File: src/rtl/uart_axi_buffer.sv
// AXI4-Lite slave placing UART RX/TX byte FIFOs and status/control registers on the
// memory stage's UART bus. Byte loads pop RX, byte stores push TX.
module uart_axi_buffer #(
    parameter int DEPTH_LOG2 = 4
) (
    input  logic        clk,
    input  logic        rstn,
    input  logic [31:0] axi_araddr,
    input  logic        axi_arvalid,
    output logic        axi_arready,
    input  logic [2:0]  axi_arprot,
    output logic [31:0] axi_rdata,
    output logic [1:0]  axi_rresp,
    output logic        axi_rvalid,
    input  logic        axi_rready,
    input  logic [31:0] axi_awaddr,
    input  logic        axi_awvalid,
    output logic        axi_awready,
    input  logic [2:0]  axi_awprot,
    input  logic [31:0] axi_wdata,
    input  logic [3:0]  axi_wstrb,
    input  logic        axi_wvalid,
    output logic        axi_wready,
    output logic [1:0]  axi_bresp,
    output logic        axi_bvalid,
    input  logic        axi_bready,
    input  logic [7:0]  rx_data,
    input  logic        rx_valid,
    output logic [7:0]  tx_data,
    output logic        tx_valid,
    input  logic        tx_ready
);
    localparam int DEPTH = 1 << DEPTH_LOG2;
    localparam logic [1:0] A_RXD  = 2'd0;
    localparam logic [1:0] A_TXD  = 2'd1;
    localparam logic [1:0] A_STAT = 2'd2;
    localparam logic [1:0] A_CTRL = 2'd3;
    localparam logic [1:0] OKAY   = 2'b00;
    localparam logic [1:0] SLVERR = 2'b10;

    // Handshake rule: a beat transfers on a rising edge where valid && ready are both
    // high; valid is never withdrawn until that edge, ready may be low at any time.

    logic                  up;
    logic                  aw_held, w_held;
    logic [1:0]            aw_sel_q;
    logic [7:0]            w_byte_q;
    logic                  w_strb_q;
    logic                  overrun;
    logic [DEPTH_LOG2:0]   rx_wptr, rx_rptr, tx_wptr, tx_rptr;
    logic [7:0]            rx_mem [DEPTH];
    logic [7:0]            tx_mem [DEPTH];

    logic                  unused_ok;
    assign unused_ok = ^{axi_arprot, axi_awprot, axi_araddr[31:4], axi_araddr[1:0],
                         axi_awaddr[31:4], axi_awaddr[1:0], axi_wdata[31:8], axi_wstrb[3:1]};

    logic       ar_fire, aw_fire, w_fire, wr_exec;
    logic [1:0] ar_sel, wr_sel;
    logic [7:0] wr_byte;
    logic       wr_strb;
    logic       rx_empty, rx_full, tx_empty, tx_full;
    logic       rx_push, rx_pop, rx_drop, rx_flush, stat_rd;
    logic       tx_push, tx_pop, tx_flush;

    assign axi_arready = up && !axi_rvalid;
    assign axi_awready = up && !aw_held && !axi_bvalid;
    assign axi_wready  = up && !w_held && !axi_bvalid;

    assign ar_fire = axi_arvalid && axi_arready;
    assign aw_fire = axi_awvalid && axi_awready;
    assign w_fire  = axi_wvalid && axi_wready;
    assign ar_sel  = axi_araddr[3:2];

    // A beat arriving this cycle is used directly, so AW+W together execute at once.
    assign wr_sel  = aw_held ? aw_sel_q : axi_awaddr[3:2];
    assign wr_byte = w_held ? w_byte_q : axi_wdata[7:0];
    assign wr_strb = w_held ? w_strb_q : axi_wstrb[0];
    assign wr_exec = (aw_held || aw_fire) && (w_held || w_fire) && !axi_bvalid;

    assign rx_empty = (rx_wptr == rx_rptr);
    assign rx_full  = (rx_wptr[DEPTH_LOG2] != rx_rptr[DEPTH_LOG2]) &&
                      (rx_wptr[DEPTH_LOG2-1:0] == rx_rptr[DEPTH_LOG2-1:0]);
    assign tx_empty = (tx_wptr == tx_rptr);
    assign tx_full  = (tx_wptr[DEPTH_LOG2] != tx_rptr[DEPTH_LOG2]) &&
                      (tx_wptr[DEPTH_LOG2-1:0] == tx_rptr[DEPTH_LOG2-1:0]);

    assign rx_pop   = ar_fire && (ar_sel == A_RXD) && !rx_empty;
    assign stat_rd  = ar_fire && (ar_sel == A_STAT);
    assign rx_flush = wr_exec && (wr_sel == A_CTRL) && wr_byte[1];
    assign rx_push  = rx_valid && (!rx_full || rx_pop);
    assign rx_drop  = rx_valid && rx_full && !rx_pop;

    assign tx_valid = !tx_empty;
    assign tx_data  = tx_mem[tx_rptr[DEPTH_LOG2-1:0]];
    assign tx_pop   = tx_valid && tx_ready;
    assign tx_flush = wr_exec && (wr_sel == A_CTRL) && wr_byte[0];
    assign tx_push  = wr_exec && (wr_sel == A_TXD) && wr_strb && (!tx_full || tx_pop);

    always_ff @(posedge clk) begin
        if (rx_push && !rx_flush) rx_mem[rx_wptr[DEPTH_LOG2-1:0]] <= rx_data;
        if (tx_push && !tx_flush) tx_mem[tx_wptr[DEPTH_LOG2-1:0]] <= wr_byte;
    end

    always_ff @(posedge clk) begin
        if (!rstn) begin
            up         <= 1'b0;
            axi_rvalid <= 1'b0;
            axi_rdata  <= '0;
            axi_rresp  <= OKAY;
            axi_bvalid <= 1'b0;
            axi_bresp  <= OKAY;
            aw_held    <= 1'b0;
            w_held     <= 1'b0;
            aw_sel_q   <= '0;
            w_byte_q   <= '0;
            w_strb_q   <= 1'b0;
            overrun    <= 1'b0;
            rx_wptr    <= '0;
            rx_rptr    <= '0;
            tx_wptr    <= '0;
            tx_rptr    <= '0;
        end else begin
            up <= 1'b1;

            if (ar_fire) begin
                axi_rvalid <= 1'b1;
                case (ar_sel)
                    A_RXD: begin
                        axi_rdata <= rx_empty ? 32'd0 : {24'd0, rx_mem[rx_rptr[DEPTH_LOG2-1:0]]};
                        axi_rresp <= OKAY;
                    end
                    A_STAT: begin
                        axi_rdata <= {27'd0, overrun, tx_full, tx_empty, rx_full, !rx_empty};
                        axi_rresp <= OKAY;
                    end
                    default: begin
                        axi_rdata <= 32'd0;
                        axi_rresp <= SLVERR;
                    end
                endcase
            end else if (axi_rvalid && axi_rready) begin
                axi_rvalid <= 1'b0;
            end

            if (axi_bvalid && axi_bready) begin
                axi_bvalid <= 1'b0;
                aw_held    <= 1'b0;
                w_held     <= 1'b0;
            end else begin
                if (aw_fire) begin
                    aw_held  <= 1'b1;
                    aw_sel_q <= axi_awaddr[3:2];
                end
                if (w_fire) begin
                    w_held   <= 1'b1;
                    w_byte_q <= axi_wdata[7:0];
                    w_strb_q <= axi_wstrb[0];
                end
                if (wr_exec) begin
                    axi_bvalid <= 1'b1;
                    axi_bresp  <= (wr_sel == A_TXD || wr_sel == A_CTRL) ? OKAY : SLVERR;
                end
            end

            // Flush beats any same-cycle push/pop; a fresh drop beats a STAT-read clear.
            if (rx_flush) begin
                rx_wptr <= '0;
                rx_rptr <= '0;
                overrun <= 1'b0;
            end else begin
                if (rx_push) rx_wptr <= rx_wptr + 1'b1;
                if (rx_pop)  rx_rptr <= rx_rptr + 1'b1;
                if (rx_drop)      overrun <= 1'b1;
                else if (stat_rd) overrun <= 1'b0;
            end

            if (tx_flush) begin
                tx_wptr <= '0;
                tx_rptr <= '0;
            end else begin
                if (tx_push) tx_wptr <= tx_wptr + 1'b1;
                if (tx_pop)  tx_rptr <= tx_rptr + 1'b1;
            end
        end
    end
endmodule

File: config.mk
export PLATFORM = sky130hd
export DESIGN_NAME = uart_axi_buffer
export DESIGN_NICKNAME = d
export VERILOG_FILES = /design/src/rtl/uart_axi_buffer.sv
export SDC_FILE = /design/constraint.sdc
export NUM_CORES = 1
export LEC_CHECK = 0
export BUFFER_PORTS_ARGS = -buffer_cell sky130_fd_sc_hd__buf_2
export CORE_MARGIN = 4
export CORE_UTILIZATION = 40
export DETAILED_ROUTE_END_ITERATION = 10
export HOLD_SLACK_MARGIN = 0.15
export PLACE_DENSITY = 0.58
export SYNTH_ARGS = -nofsm -noshare
export SYNTH_HDL_FRONTEND = slang
export SYNTH_SLANG_ARGS = --single-unit
export TNS_END_PERCENT = 20
File: constraint.sdc
create_clock -name clk -period 3.4 [get_ports clk]
set_input_delay 0.34 -clock clk [delete_from_list [all_inputs] [get_ports clk]]
set_output_delay 0.34 -clock clk [all_outputs]
set_load 0.02 [all_outputs]
# After elaboration in Yosys (flattened, before gate mapping)
# Memory sizes are Yosys's and may differ from the RTL's. A register that Yosys moved wholly into a read port is not among the register bits.
# Cells that the tools add are included.
[totals]
regBits = 73
ramBits = 256
in_bits = 123
output_inout_bits = 50
elab_cells = 108
memories = 2
[mem_list]
columns = ["memory", "depth", "width", "rd", "rd_clocked_by_memory_dff", "write_ports", "line", "rtl"]
rows = [
  ["rx_mem", 16, 8, 1, 1, 1, "51", "logic [7:0] rx_mem [DEPTH];"],
  ["tx_mem", 16, 8, 1, 1, 1, "52", "logic [7:0] tx_mem [DEPTH];"],
]
[op_classes]
add_sub_neg = 4
eq_ne = 9
mux = 20
bitwise = 2
n_reduce_logical = 55
[op_table]
columns = ["operator", "n"]
rows = [
  ["$logic_and 1x1->1", 29],
  ["$add 5x1->5 const B", 4],
  ["$mux 4", 4],
  ["$mux 8", 2],
  ["$pmux 8 s2", 1],
  ["$logic_not 1->1", 11],
  ["$eq 5x5->1", 2],
  ["$mux 1", 10],
  ["$eq 4x4->1", 2],
  ["$reduce_or 2->1", 4],
  ["$mux 2", 3],
  ["$reduce_and 2->1", 3],
  ["$logic_or 1x1->1", 5],
  ["$eq 2x2->1 const B", 2],
  ["$reduce_bool 2->1", 2],
  ["$eq 2x1->1 const B", 1],
  ["$logic_not 2->1", 1],
  ["$ne 1x1->1", 2],
  ["$not 1->1", 2],
]

# Logic depth before layout (Yosys ltp)
# Gate-level depths: netlist of run 1.
[logic_depth]
ltp_word = 13
ltp_mapped = 8
mapped_depth_nobuf = 5

# Least setup slack after synthesis of run 1
# No wires, ideal clock.
[synth_path]
kind = "register to register"
startpoint = "register axi_bvalid"
endpoint = "memory tx_mem[2][0], enable pin"
setup_ps = 383
arrival_time_ps = 1999
required_ps = 3017
setup_slack_ps = 1017
stages_incl_launch_ff = 6
n_path_buf = 1
synth_period_minus_slack_ps = 2383
path_cell_list = "dfxtp_1 > clkbuf_1 > nor4_4 > o311a_1 > nand2_1 > nor3_1"
[synth_between]
elab_chain_len = 12
elab_cells_between_ends = 18
cone_classes = "2 x mux; 16 x reduce/logical"
[synth_lines]
columns = ["element", "line", "rtl"]
rows = [
  ["start, declared", "25", "output logic axi_bvalid,"],
  ["start signal, assigned", "111", "axi_bvalid <= 1'b0;"],
  ["start signal, assigned", "147", "axi_bvalid <= 1'b0;"],
  ["start signal, assigned", "161", "axi_bvalid <= 1'b1;"],
  ["$logic_not 1->1 (*)", "67, 68, 79", ""],
  ["$logic_and 1x1->1 (on tied branches)", "67, 68", ""],
  ["$logic_and 1x1->1 (on tied branches)", "71, 72", ""],
  ["$logic_or 1x1->1", "79", "assign wr_exec = (aw_held || aw_fire) && (w_held || w_fire) && !axi_bvalid;"],
  ["$logic_and 1x1->1", "79", ""],
  ["$logic_and 1x1->1 (*)", "79", ""],
  ["$logic_and 1x1->1 (on tied branches) (2 in a row)", "98, 97", ""],
  ["$logic_and 1x1->1 / $logic_not 1->1 (equally long branches)", "98, 102", ""],
  ["$logic_and 1x1->1 (*)", "102", "if (tx_push && !tx_flush) tx_mem[tx_wptr[DEPTH_LOG2-1:0]] <= wr_byte;"],
  ["$mux 1 (*)", "102", ""],
  ["$mux 1 (not written as such) (*)", "102", ""],
  ["end, declared", "52", ""],
]
# Mark *: on every way between the ends. The rest lies on a longest branch, timed or not.

==> results.md, run 1 <==
- In the routed layout, each cell is associated on average with a via count of 5.130.
- The worst setup path is captured at an output pin.
- The fraction of layout cells with a size suffix above 1 is 27.05%.
- At the end of routability-driven placement, the weighted congestion stood at 0.7429.
- The number of failing hold endpoints at the final stage is 0.
- The number of global-route vias before repair is 6530.
- The synthesis-stage register bit count is 311.
- The total of buffers placed on input and output ports is 53.
- The quantity of gates resized following cts is 0.
- The static power due to leakage is 4.774 nW.
- Across the VDD grid, the largest voltage drop is 412.5 µV.
- The buffers inserted during post-CTS setup optimization is 0.
- The first global-routing pass estimated 38.65 mm of wire.
- The total wirelength of the detailed-routed design is 24.99 mm.
- Counting flops with a built-in enable in the synthesized netlist gives 256.
- Row generation in the floorplan step produced 64 rows.
- The final critical path time including I/O delays and setup is 2.779 ns.
- The average size of a mapped cell is 17.17 µm².
- The layout filler cell count is 2643.
- Setup repair after global routing left no endpoint under its margin.
- The clock skew after layout is 0.02313 ns.
- The repair_antennas step left the layout with diodes totalling 0.
- In the layout the commonest cells are edfxtp_1, mux4_2, dfxtp_1, buf_2, nand2_1.
- The Yosys step of the flow raised 0 warnings.
- The count of final setup violators is 0.
- The horizontal extent of the die is 185.0 µm.
- The share of async-settable or async-resettable flops after synthesis is 0%.
- The largest net degree at the start of global routing is 33.
- The smallest setup slack after layout is 0.6211 ns.
- The max-capacitance violation count is 0.
- The final max-slew violation count is 0.
- The number of H-tree levels is 1.
- The worst setup path is of the flop to output pin kind.
- The area share of the leading cell type in the synthesized netlist is 61.32%.
- At the worst endpoint, the required time is 3.06 ns.
- The die footprint is 34240 µm².
- The most instantiated flip-flop cell in the synthesis netlist is edfxtp_1.
- The first routing iteration left 461 violations.
- The core region area is 30750 µm².
- The total power per unit cell area is 539.1 nW/µm².
- The TritonCTS clock tree is built.
- The flow ran to the end, and the final reports show no timing, DRC or antenna violations.
- Clock-pin slew was measured on the worst setup and hold paths at 0.06 ns.
- After detailed routing, the number of remaining DRC violations is 0.
- The count of nets left with antenna violations once routing finished came out at 0.
- For the worst setup path, the data arrival time is 2.44 ns.
- The maximum net fanout on the critical path is 32.
- The transition time at the pin with the least slew margin is 0.7737 ns.
- The CTS buffer count is 31.
- In this run the cell area of the synthesized design comes to 12540 µm².
- The die is 185.0 µm tall.
- The clock reaches the later pin of the worst-skew pair after 0.55 ns.
- The combined flip-flop and latch cell area is 8791 µm².
- The final route contains 6469 vias.
- Sorting the synthesized cells by area gives the leading types as edfxtp_1, mux4_2, dfxtp_1, buf_4, nand2_1.
- Derived from the worst setup path, the maximum achievable clock frequency is 359.9 MHz.
- The cell chosen for the clock root is clkbuf_16.
- Adding up every negative setup slack in the final design gives 0 ns.
- The average wire per standard cell is 19.81 µm.
- The post-synthesis sequential area ratio is 70.11%.
- 173 I/O pins were placed.
- The multi-input combinational cells in the finished layout cover a total of 3462 µm².
- Counting every sink on the clock net gives 311.
- The library cell with the largest summed area after synthesis is edfxtp_1.
- The global-route congestion overflow total is 0.
- Measured against its own limit, the worst slew margin works out to 48.35%.
- Of the available clock period, the critical path in the final layout requires 81.73%.
- From synthesis to final layout, the design area changed by 16.24%.
- Timing analysis after detailed placement gives a worst setup slack of 0.9056 ns.
- Before antenna repair, the detailed router went through 4 iterations.
- Global routing used 14.61% of the available tracks across all layers.
- The most frequent standard cell in the layout excluding fill and tap cells is edfxtp_1.
- The number of unique standard cell types used by synthesis is 47.
- The number of buffers inserted for hold repair after clock tree synthesis is 19.
- In this run the deepest clock path goes through 3 buffers.
- Synthesis handed over a netlist of 730 instances.
- In the final design database the tool counted 973 nets.
- The worst setup path is launched from a flop.
- The number of antenna violations at the first check in global routing is 0.
- The min-delay analysis places its worst path in the category input pin to flop.
- Detailed placement finished with a half-perimeter wire length of 16.32 mm.
- The initial cell density of the core is 40.77%.
[per-layer routing]
layer  wire length (µm)  GRT usage (%)  vias up
met3                974          2.062       41
met2              12560          24.60      129
met4                521          3.464        0
li1                   -              -     3027
met1              10930          20.34     3272
met5                  0              0        -
[metrics by stage]
step           total power [mW]  util [%]  std cells  area [µm²]  hold WS (ns)
3_3_place_gp              4.618     43.48       1184       13370        0.4403
4_1_cts                   7.947     47.39       1261       14570        0.1712
5_1_grt                   8.146     47.39       1261       14570        0.1839
3_5_place_dp              4.622     43.48       1184       13370        0.4428
6_report                  7.856     47.39       1261       14570        0.1940
2_1_floorplan             4.510         -        755       12630        0.3677
[synth_stat cells (2+ instances only)]
master and instances:
buf_1 3, ha_1 10, nor3b_1 2, xnor2_1 17
nand2_1 51, dfxtp_1 55, and2_1 2, xor2_1 6
nand2b_1 5, nor3_1 11, nor2_1 49, o21ai_0 11
or3_1 5, a22oi_1 7, a32o_1 3, a21oi_1 22
a21oi_2 2, and4_1 3, mux2i_1 9, nand4_1 3
inv_1 7, o211ai_1 2, edfxtp_1 256, a22o_1 4
o31ai_1 3, buf_4 29, buf_2 12, mux2_2 10
mux4_2 72, nor2b_1 3, nand3_1 25, clkbuf_1 16
[critical path, cell delays in order (launching register included)]
cell and delay, ns:
dfxtp_2 0.34, buf_12 0.26, mux4_2 0.58, mux4_2 0.51, buf_2 0.18
[power by group]
part,switching [mW],total [mW],internal [mW]
combinational,0.232,0.351,0.120
sequential,0.0260,4.20,4.18
clock,1.35,3.30,1.95
total,1.61,7.86,6.25
[sequential cells by signal, summed over array words and instances (netlist names), named ones only]
register,cells
rx_wptr,5
tx_wptr,5
axi_rresp,1
w_byte_q,8
aw_held,1
axi_rdata,8
axi_rvalid,1
aw_sel_q,2
w_held,1
up,1
tx_rptr,5
rx_mem,128
w_strb_q,1
rx_rptr,5
axi_bvalid,1
overrun,1
tx_mem,128
axi_bresp,1
[layout make-up]
cell class | count | share of cell area [%]
well taps | 396 | 3.400
repair buffers | 112 | 5.358
multi-input cells | 376 | 23.76
inverters | 8 | 0.2061
clock inverters | 10 | 0.5581
flip-flops and latches | 311 | 60.33
clock buffers | 48 | 6.388
[path summary, 6_finish.rpt]
| path | slack [ns] | start | cells past startpoint | end |
|---|---|---|---|---|
| min | 0.19 | rx_data[4] | 1 | rx_mem[2][4]$_DFFE_PP_ |
| max | 0.62 | flop | 4 | tx_data[7] |
| min reg2reg | 0.45 | overrun$_SDFFE_PP0P_ | 2 | overrun$_SDFFE_PP0P_ |
| max reg2reg | 0.93 | w_held$_SDFFE_PP0P_ | 5 | rx_mem[0][4]$_DFFE_PP_ |
[cells by family after synthesis]
logic type	synth area share [%]
AOI/OAI and AO/OA	3.653
xor gates and xnor gates	1.607
adders and majority gates	0.9981
buffers and inverters	3.024
DFF	70.11
muxes	14.55
other	0.02991
and+or+nand+nor	6.029
Note: power is estimated with default switching activity, not from simulation.
==> run 2, diff against run 1 <==
==> constraint.sdc (replaced) <==
create_clock -name clk -period 2.6 [get_ports clk]
set_input_delay 0.26 -clock clk [delete_from_list [all_inputs] [get_ports clk]]
set_output_delay 0.26 -clock clk [all_outputs]
set_load 0.02 [all_outputs]
==> results.md, run 2 (synthesized netlist as in run 1, its figures left out) <==
- Counting the buffers created by CTS gives 34.
- IR analysis of the VDD net gives a maximum drop of 548.4 µV.
- The detailed router used layers up to and including met4.
- The floorplan step defined a core boundary enclosing 30750 µm².
- The total power per unit cell area is 698.7 nW/µm².
- The layout filler cell count is 2637.
- Summing all non-filler instances in the final layout gives an area of 14810 µm².
- The worst register-to-register path has a setup slack of 0.17 ns.
- The clock tree synthesis step divided the H-tree into 2 levels.
- Once detail routing completed, the nets flagged for antenna violations numbered 0.
- The largest net degree at the start of global routing is 33.
- The overall track demand over capacity in global routing is 15.03%.
- In this run the critical register-to-register path is captured at tx_mem[1][3]$_DFFE_PP_.
- The number of ports placed on the die boundary is 173.
- Dividing the detail-routed via count by the number of cells gives 5.126.
- The number of global-route vias before repair was 6720.
- In the layout the commonest cells are edfxtp_1, mux4_2, dfxtp_1.
- The congestion estimate from routability-driven global placement came to 0.7521.
- The synthesis-to-layout area growth is 18.17%.
- The antenna cell count is 0.
- The maximum net fanout on the critical path is 8.
- Summing all multi-input logic gate instances after layout gives 3462 µm².
- The max-capacitance violation count is 0.
- The endpoint kind of the worst setup timing path is an output pin.
- After the first detailed-routing iteration, the DRC count stood at 458.
- The launch instance of the worst min-delay path is rx_data[5].
- Cells with a size suffix above 1 make up 28.21% of the layout.
- The launch point of the worst reg-to-reg path is aw_held$_SDFFE_PP0P_.
- The final max-slew violation count was 0.
- Counting every sink on the clock net gives 311.
- The transition time at the pin with the least slew margin is 0.5781 ns.
- Derived from the worst setup path, the maximum achievable clock frequency is 386.8 MHz.
- Counting along the longest clock path gives a buffer depth of 3.
- The class of the most critical hold timing path is input pin to flop.
- The static power due to leakage is 4.895 nW.
- The cell row count is 64.
- The cell chosen for the clock root is clkbuf_16.
- Summed over all nets, the half-perimeter wirelength after detailed placement is 16.62 mm.
- The height of the die is 185.0 µm.
- The nature of the critical path startpoint is a flop.
- The worst hold slack after final layout is 0.1615 ns.
- The routed design uses 13.15 mm of met2 wire.
- The total wirelength of the detailed-routed design is 25.73 mm.
- The global-route congestion overflow total is 0.
- The met1 routed wirelength after detailed routing is 11.06 mm.
- The initial cell density of the core is 40.77%.
- The clock-pin slew of the registers on the worst-case setup and hold paths is 0.06 ns.
- The number of failing hold endpoints at the final stage is 0.
- The critical path ends at tx_data[4].
- The total of buffers placed on input and output ports is 53.
- At the worst endpoint, the required time is 2.34 ns.
- The summed negative setup slack over all endpoints is 0 ns.
- Once placement finished, the instance area stood at 13450 µm².
- The net total in the final layout is 992.
- The TritonCTS clock tree is built.
- The clock arrives with 0.01885 ns of skew.
- The run finished with clean final reports.
- Across all layers, the routed design uses 6536 vias.
- The first-pass detailed-route iteration total is 5.
- The sum of internal, switching and leakage power is 10.35 mW.
- The first global-routing pass estimated 39.17 mm of wire.
- After layout, the worst path uses 99.44% of the clock period.
- The count of final setup violators is 0.
- The final critical path time including I/O delays and setup is 2.585 ns.
- The endpoint arrival time on the critical path is 2.33 ns.
- The number of antenna violations at the first check in global routing was 0.
- In the final routed layout, each cell accounts on average for 20.18 µm.
- The die covers 34240 µm².
- Setup repair after global routing could not meet its margin everywhere.
- For the worst-skew pair, the clock arrives at the later sink with an insertion delay of 0.50 ns.
- Measured against its own limit, the worst slew margin works out to 61.41%.
- For this run, design rule violations remaining after detail routing come to 0.
- In the final layout, flip-flops and latches occupy 8793 µm².
- The critical path class is flop to output pin.
- The met3 routed wirelength is 974 µm.
- The floorplan step set the die width to 185.0 µm.
- The depth of the worst register-to-register path is 6.
- The most frequent standard cell in the layout excluding fill and tap cells is edfxtp_1.
## run 2: cell count changes in the layout (fill, tap and decap cells not counted), sizes merged
cell / change
dlygate4sd3: +2
clkinvlp: -1
clkinv: +7
buf: +14
clkbuf: -9
inv: +1
## run 2: power by group
part	internal (mW)	leakage [nW]	total, mW	switching [mW]
Clock	2.53	0.505	4.37	1.84
Sequential	5.46	2.76	5.49	0.0301
Combinational	0.177	1.63	0.490	0.313
## run 2: worst min-delay path by stage
stage                                to  slack, ns  depth (start not counted)
2_1_floorplan                up$_DFF_P_       0.29                          0
3_3_place_gp   w_byte_q[0]$_SDFFE_PN0P_       0.44                          2
3_5_place_dp   w_byte_q[2]$_SDFFE_PN0P_       0.45                          2
4_1_cts          rx_mem[0][2]$_DFFE_PP_       0.15                          1
5_1_grt          rx_mem[0][2]$_DFFE_PP_       0.16                          1
6_report         rx_mem[8][5]$_DFFE_PP_       0.16                          1
## run 2: critical path: stages, from the launching register on
cell and delay [ns]:
dfxtp_4 0.38, buf_12 0.13, buf_16 0.14, mux4_2 0.51, mux4_2 0.50, buf_6 0.15
## run 2: area by class of cell
| class | count | share of cell area [%] |
|---|---|---|
| Tap cell | 396 | 3.345 |
| Clock buffer | 39 | 5.938 |
| Sequential cell | 311 | 59.36 |
| Timing Repair Buffer | 128 | 6.909 |
| Clock inverter | 17 | 0.8700 |
| Multi-Input combinational cell | 376 | 23.37 |
| Inverter | 8 | 0.2027 |
## run 2: through the flow
step | cells | worst slack (ns) | util [%]
3_5_place_dp | 1193 | 0.2256 | 43.74
6_report | 1275 | 0.01458 | 48.17
5_1_grt | 1275 | -0.05154 | 48.17
4_1_cts | 1276 | -0.04574 | 48.16
2_1_floorplan | 755 | 0.2174 | -
3_3_place_gp | 1193 | 0.2557 | 43.74
## run 2: metal layers
metal,track usage (%),vias to the layer above
met2,25.80,138
met4,4.228,0
met5,0,-
li1,-,3047
met3,2.278,39
met1,20.11,3312
## run 2: timing repair
item,CTS,global route
gates resized for setup,11,7
hold endpoints to repair,41,0
setup buffers,3,0
cloned,3,0
setup endpoints to repair,8,8
hold buffers,21,0
==> run 3, diff against run 2 <==
--- a/config.mk
+++ b/config.mk
@@ -7,10 +7,10 @@
 export LEC_CHECK = 0
 export BUFFER_PORTS_ARGS = -buffer_cell sky130_fd_sc_hd__buf_2
 export CORE_MARGIN = 4
-export CORE_UTILIZATION = 40
+export CORE_UTILIZATION = 35
 export DETAILED_ROUTE_END_ITERATION = 10
 export HOLD_SLACK_MARGIN = 0.15
-export PLACE_DENSITY = 0.58
+export PLACE_DENSITY_LB_ADDON = 0.3
 export SYNTH_ARGS = -nofsm -noshare
 export SYNTH_HDL_FRONTEND = slang
 export SYNTH_SLANG_ARGS = --single-unit
==> results.md, run 3 (synthesized netlist as in run 1, its figures left out) <==
- The largest net degree at the start of global routing is 33.
- The endpoint arrival time on the critical path is 2.35 ns.
- The class of the most critical hold timing path is input pin to flop.
- The die footprint is 38910 µm².
- The sum of internal, switching and leakage power is 10.48 mW.
- The number of global-route vias before repair is 6854.
- The setup slack at placement is 0.2659 ns.
- Summed over all layers, the routed wires come to 26.17 mm.
- The max-capacitance violation count is 0.
- The initial utilization of the core area, before any placement, comes to 35.33%.
- By instance count, the cell type seen most on the critical path is mux4_2.
- The stage delay of the slowest cell on the critical path is 0.53 ns.
- The floorplan step set the die height to 197.3 µm.
- Leaving out filler cells and counting taps, the final layout contains 1354.
- For this design the ratio of total power to cell area is 696.8 nW/µm².
- The core region area is 35480 µm².
- The global-route congestion overflow total is 0.
- The final cycle utilization of the critical path is 100.3%.
- The most frequent standard cell in the layout excluding fill and tap cells is edfxtp_1.
- The first-pass detailed-route iteration total is 5.
- The transition time at the pin with the least slew margin is 0.6622 ns.
- The average wire per standard cell is 19.33 µm.
- The number of antenna violations at the first check in global routing is 0.
- The critical path goes through buf_12, buf_16, mux4_2, mux4_2, buf_6.
- Setup violations remaining at the end of the flow were counted as 1.
- 173 I/O pins were placed.
- In this run the deepest clock path goes through 3 buffers.
- After floorplanning, the core was divided into 69 placement rows.
- The post-detailed-route count of antenna-violating nets is 0.
- The number of H-tree levels is 2.
- The most used routing layer is met2.
- The final max-slew violation count is 0.
- Global routing consumed, on the met2 layer, 22.24% of the routing resources.
- In this run the tool buffered the top-level ports with 53 buffer cells.
- From left edge to right edge, the die measures 197.3 µm.
- The multi-input combinational cell area is 3462 µm².
- The checks that failed: setup timing.
- The peak ir drop on the vdd network is 587.2 µV.
- STA classifies the critical path startpoint as a flop.
- The total number of vias is 6565.
- At the end of the flow, the number of nets in the layout was 1002.
- The kind of cell with the highest combined delay on the critical path is multiplexers.
- The overall track demand over capacity in global routing is 13.47%.
- The met3 global-route usage is 2.337%.
- The antenna cell count is 0.
- The final core utilization is 42.38%.
- The clock-pin slew of the registers on the worst-case setup and hold paths is 0.06 ns.
- The fraction of layout cells with a size suffix above 1 is 28.33%.
- The critical path class is flop to output pin.
- The synthesis-to-layout area growth is 19.95%.
- In this run, CTS created clock tree buffers numbering 34.
- The static power due to leakage is 4.953 nW.
- After filler insertion, the fill cell instance count of the layout stands at 3145.
- Setup repair after global routing could not meet its margin everywhere.
- The final weighted congestion in routability-driven placement is 0.7425.
- TritonCTS built the clock tree.
- The number of failing hold endpoints at the final stage is 0.
- In the final layout, flip-flops and latches occupy 8793 µm².
- The number of buffer and inverter instances along the worst setup path is 3.
- The total clock sinks is 311.
- The detailed-placement wirelength estimate is 16.87 mm.
- The final standard cell area without fillers is 15040 µm².
- In this run the worst path has a maximum fanout of 8.
- The clock skew after layout is 0.02091 ns.
- The total DRC errors in the routed layout is 0.
- The global-route wire length before repair is 40.34 mm.
- The slowest cell on the critical path is mux4_2.
- Measured against its own limit, the worst slew margin works out to 55.79%.
- The run finished, with violations left.
- Once routing completed, OpenROAD measured the worst setup slack at -0.008882 ns.
- STA classifies the critical path endpoint as an output pin.
- Static timing analysis puts the maximum clock frequency at 383.3 MHz.
- Clock tree synthesis selected as its root buffer the cell clkbuf_16.
- The insertion delay to the later sink of the worst-skew pair is 0.52 ns.
- Once placement completed, the tool counted placed cells totaling 1263.
- The final critical path time including I/O delays and setup is 2.609 ns.
- The met1 track demand over resource is 18.53%.
- Dividing the detail-routed via count by the number of cells gives 4.849.
- The DRC violation total after the first TritonRoute iteration is 417.
- The placed instance area is 13580 µm².
- For the worst setup path, the data required time is 2.34 ns.
- The top cell types in the final layout, fill and taps aside, are edfxtp_1, mux4_2, dfxtp_1.
[run 3: cell types whose count changed in the layout (fill, tap and decap cells not counted), moves of 2 or more]
cell,previous run,this run
buf_12,3,5
buf_2,47,45
clkinv_2,9,7
clkbuf_8,1,3
clkinvlp_4,0,2
clkbuf_1,4,7
buf_4,46,50
dlygate4sd3_1,21,27
[run 3: repair_timing]
| action | 4_1_cts | 5_1_grt |
|---|---|---|
| hold endpoints to repair | 111 | 0 |
| gates resized for setup | 19 | 3 |
| setup buffers | 3 | 0 |
| hold buffers | 27 | 0 |
| gates cloned | 3 | 0 |
| setup endpoints to repair | 8 | 8 |
[run 3: layout make-up]
class / count / area share (%)
multi-input cells: 376 / 23.02
well taps: 461 / 3.836
clock buffers: 44 / 6.108
repair buffers: 138 / 7.522
clock inverters: 16 / 0.8321
inverters: 8 / 0.1997
flip-flops and latches: 311 / 58.48
[run 3: metal layers]
metal	vias to the layer above	routed length, µm
met5	-	0
met4	0	537
met3	38	899
met2	116	13060
met1	3325	11680
li1	3086	-
[run 3: metrics by stage]
stage / setup TNS (ns) / hold slack [ns]
finish: -0.008882 / 0.2708
detailed placement: 0 / 0.4473
global route: -0.4477 / 0.3109
floorplan: 0 / 0.2877
global placement: 0 / 0.4388
CTS: -0.3296 / 0.2511
[run 3: worst min-delay path, stage by stage]
cell and delay, ns:
buf_2 0.11, nand2_1 0.19, nand2_1 0.12, a21oi_1 0.05
[run 3: path summary, 6_finish.rpt]
kind	end	cells after the start	slack [ns]	start
worst min-delay path	w_strb_q$_SDFFE_PN0P_	4	0.27	axi_wvalid
worst max register to register	tx_mem[0][5]$_DFFE_PP_	6	0.20	aw_held$_SDFFE_PP0P_
worst min register to register	w_byte_q[6]$_SDFFE_PN0P_	2	0.45	w_byte_q[6]$_SDFFE_PN0P_
worst max-delay path	tx_data[2]	5	-0.009	flop
[run 3: power breakdown]
| part | total, mW | switching (mW) | internal, mW |
|---|---|---|---|
| clock | 4.49 | 1.89 | 2.61 |
| sequential | 5.49 | 0.0300 | 5.46 |
| combinational | 0.495 | 0.316 | 0.179 |
| total | 10.5 | 2.23 | 8.25 |
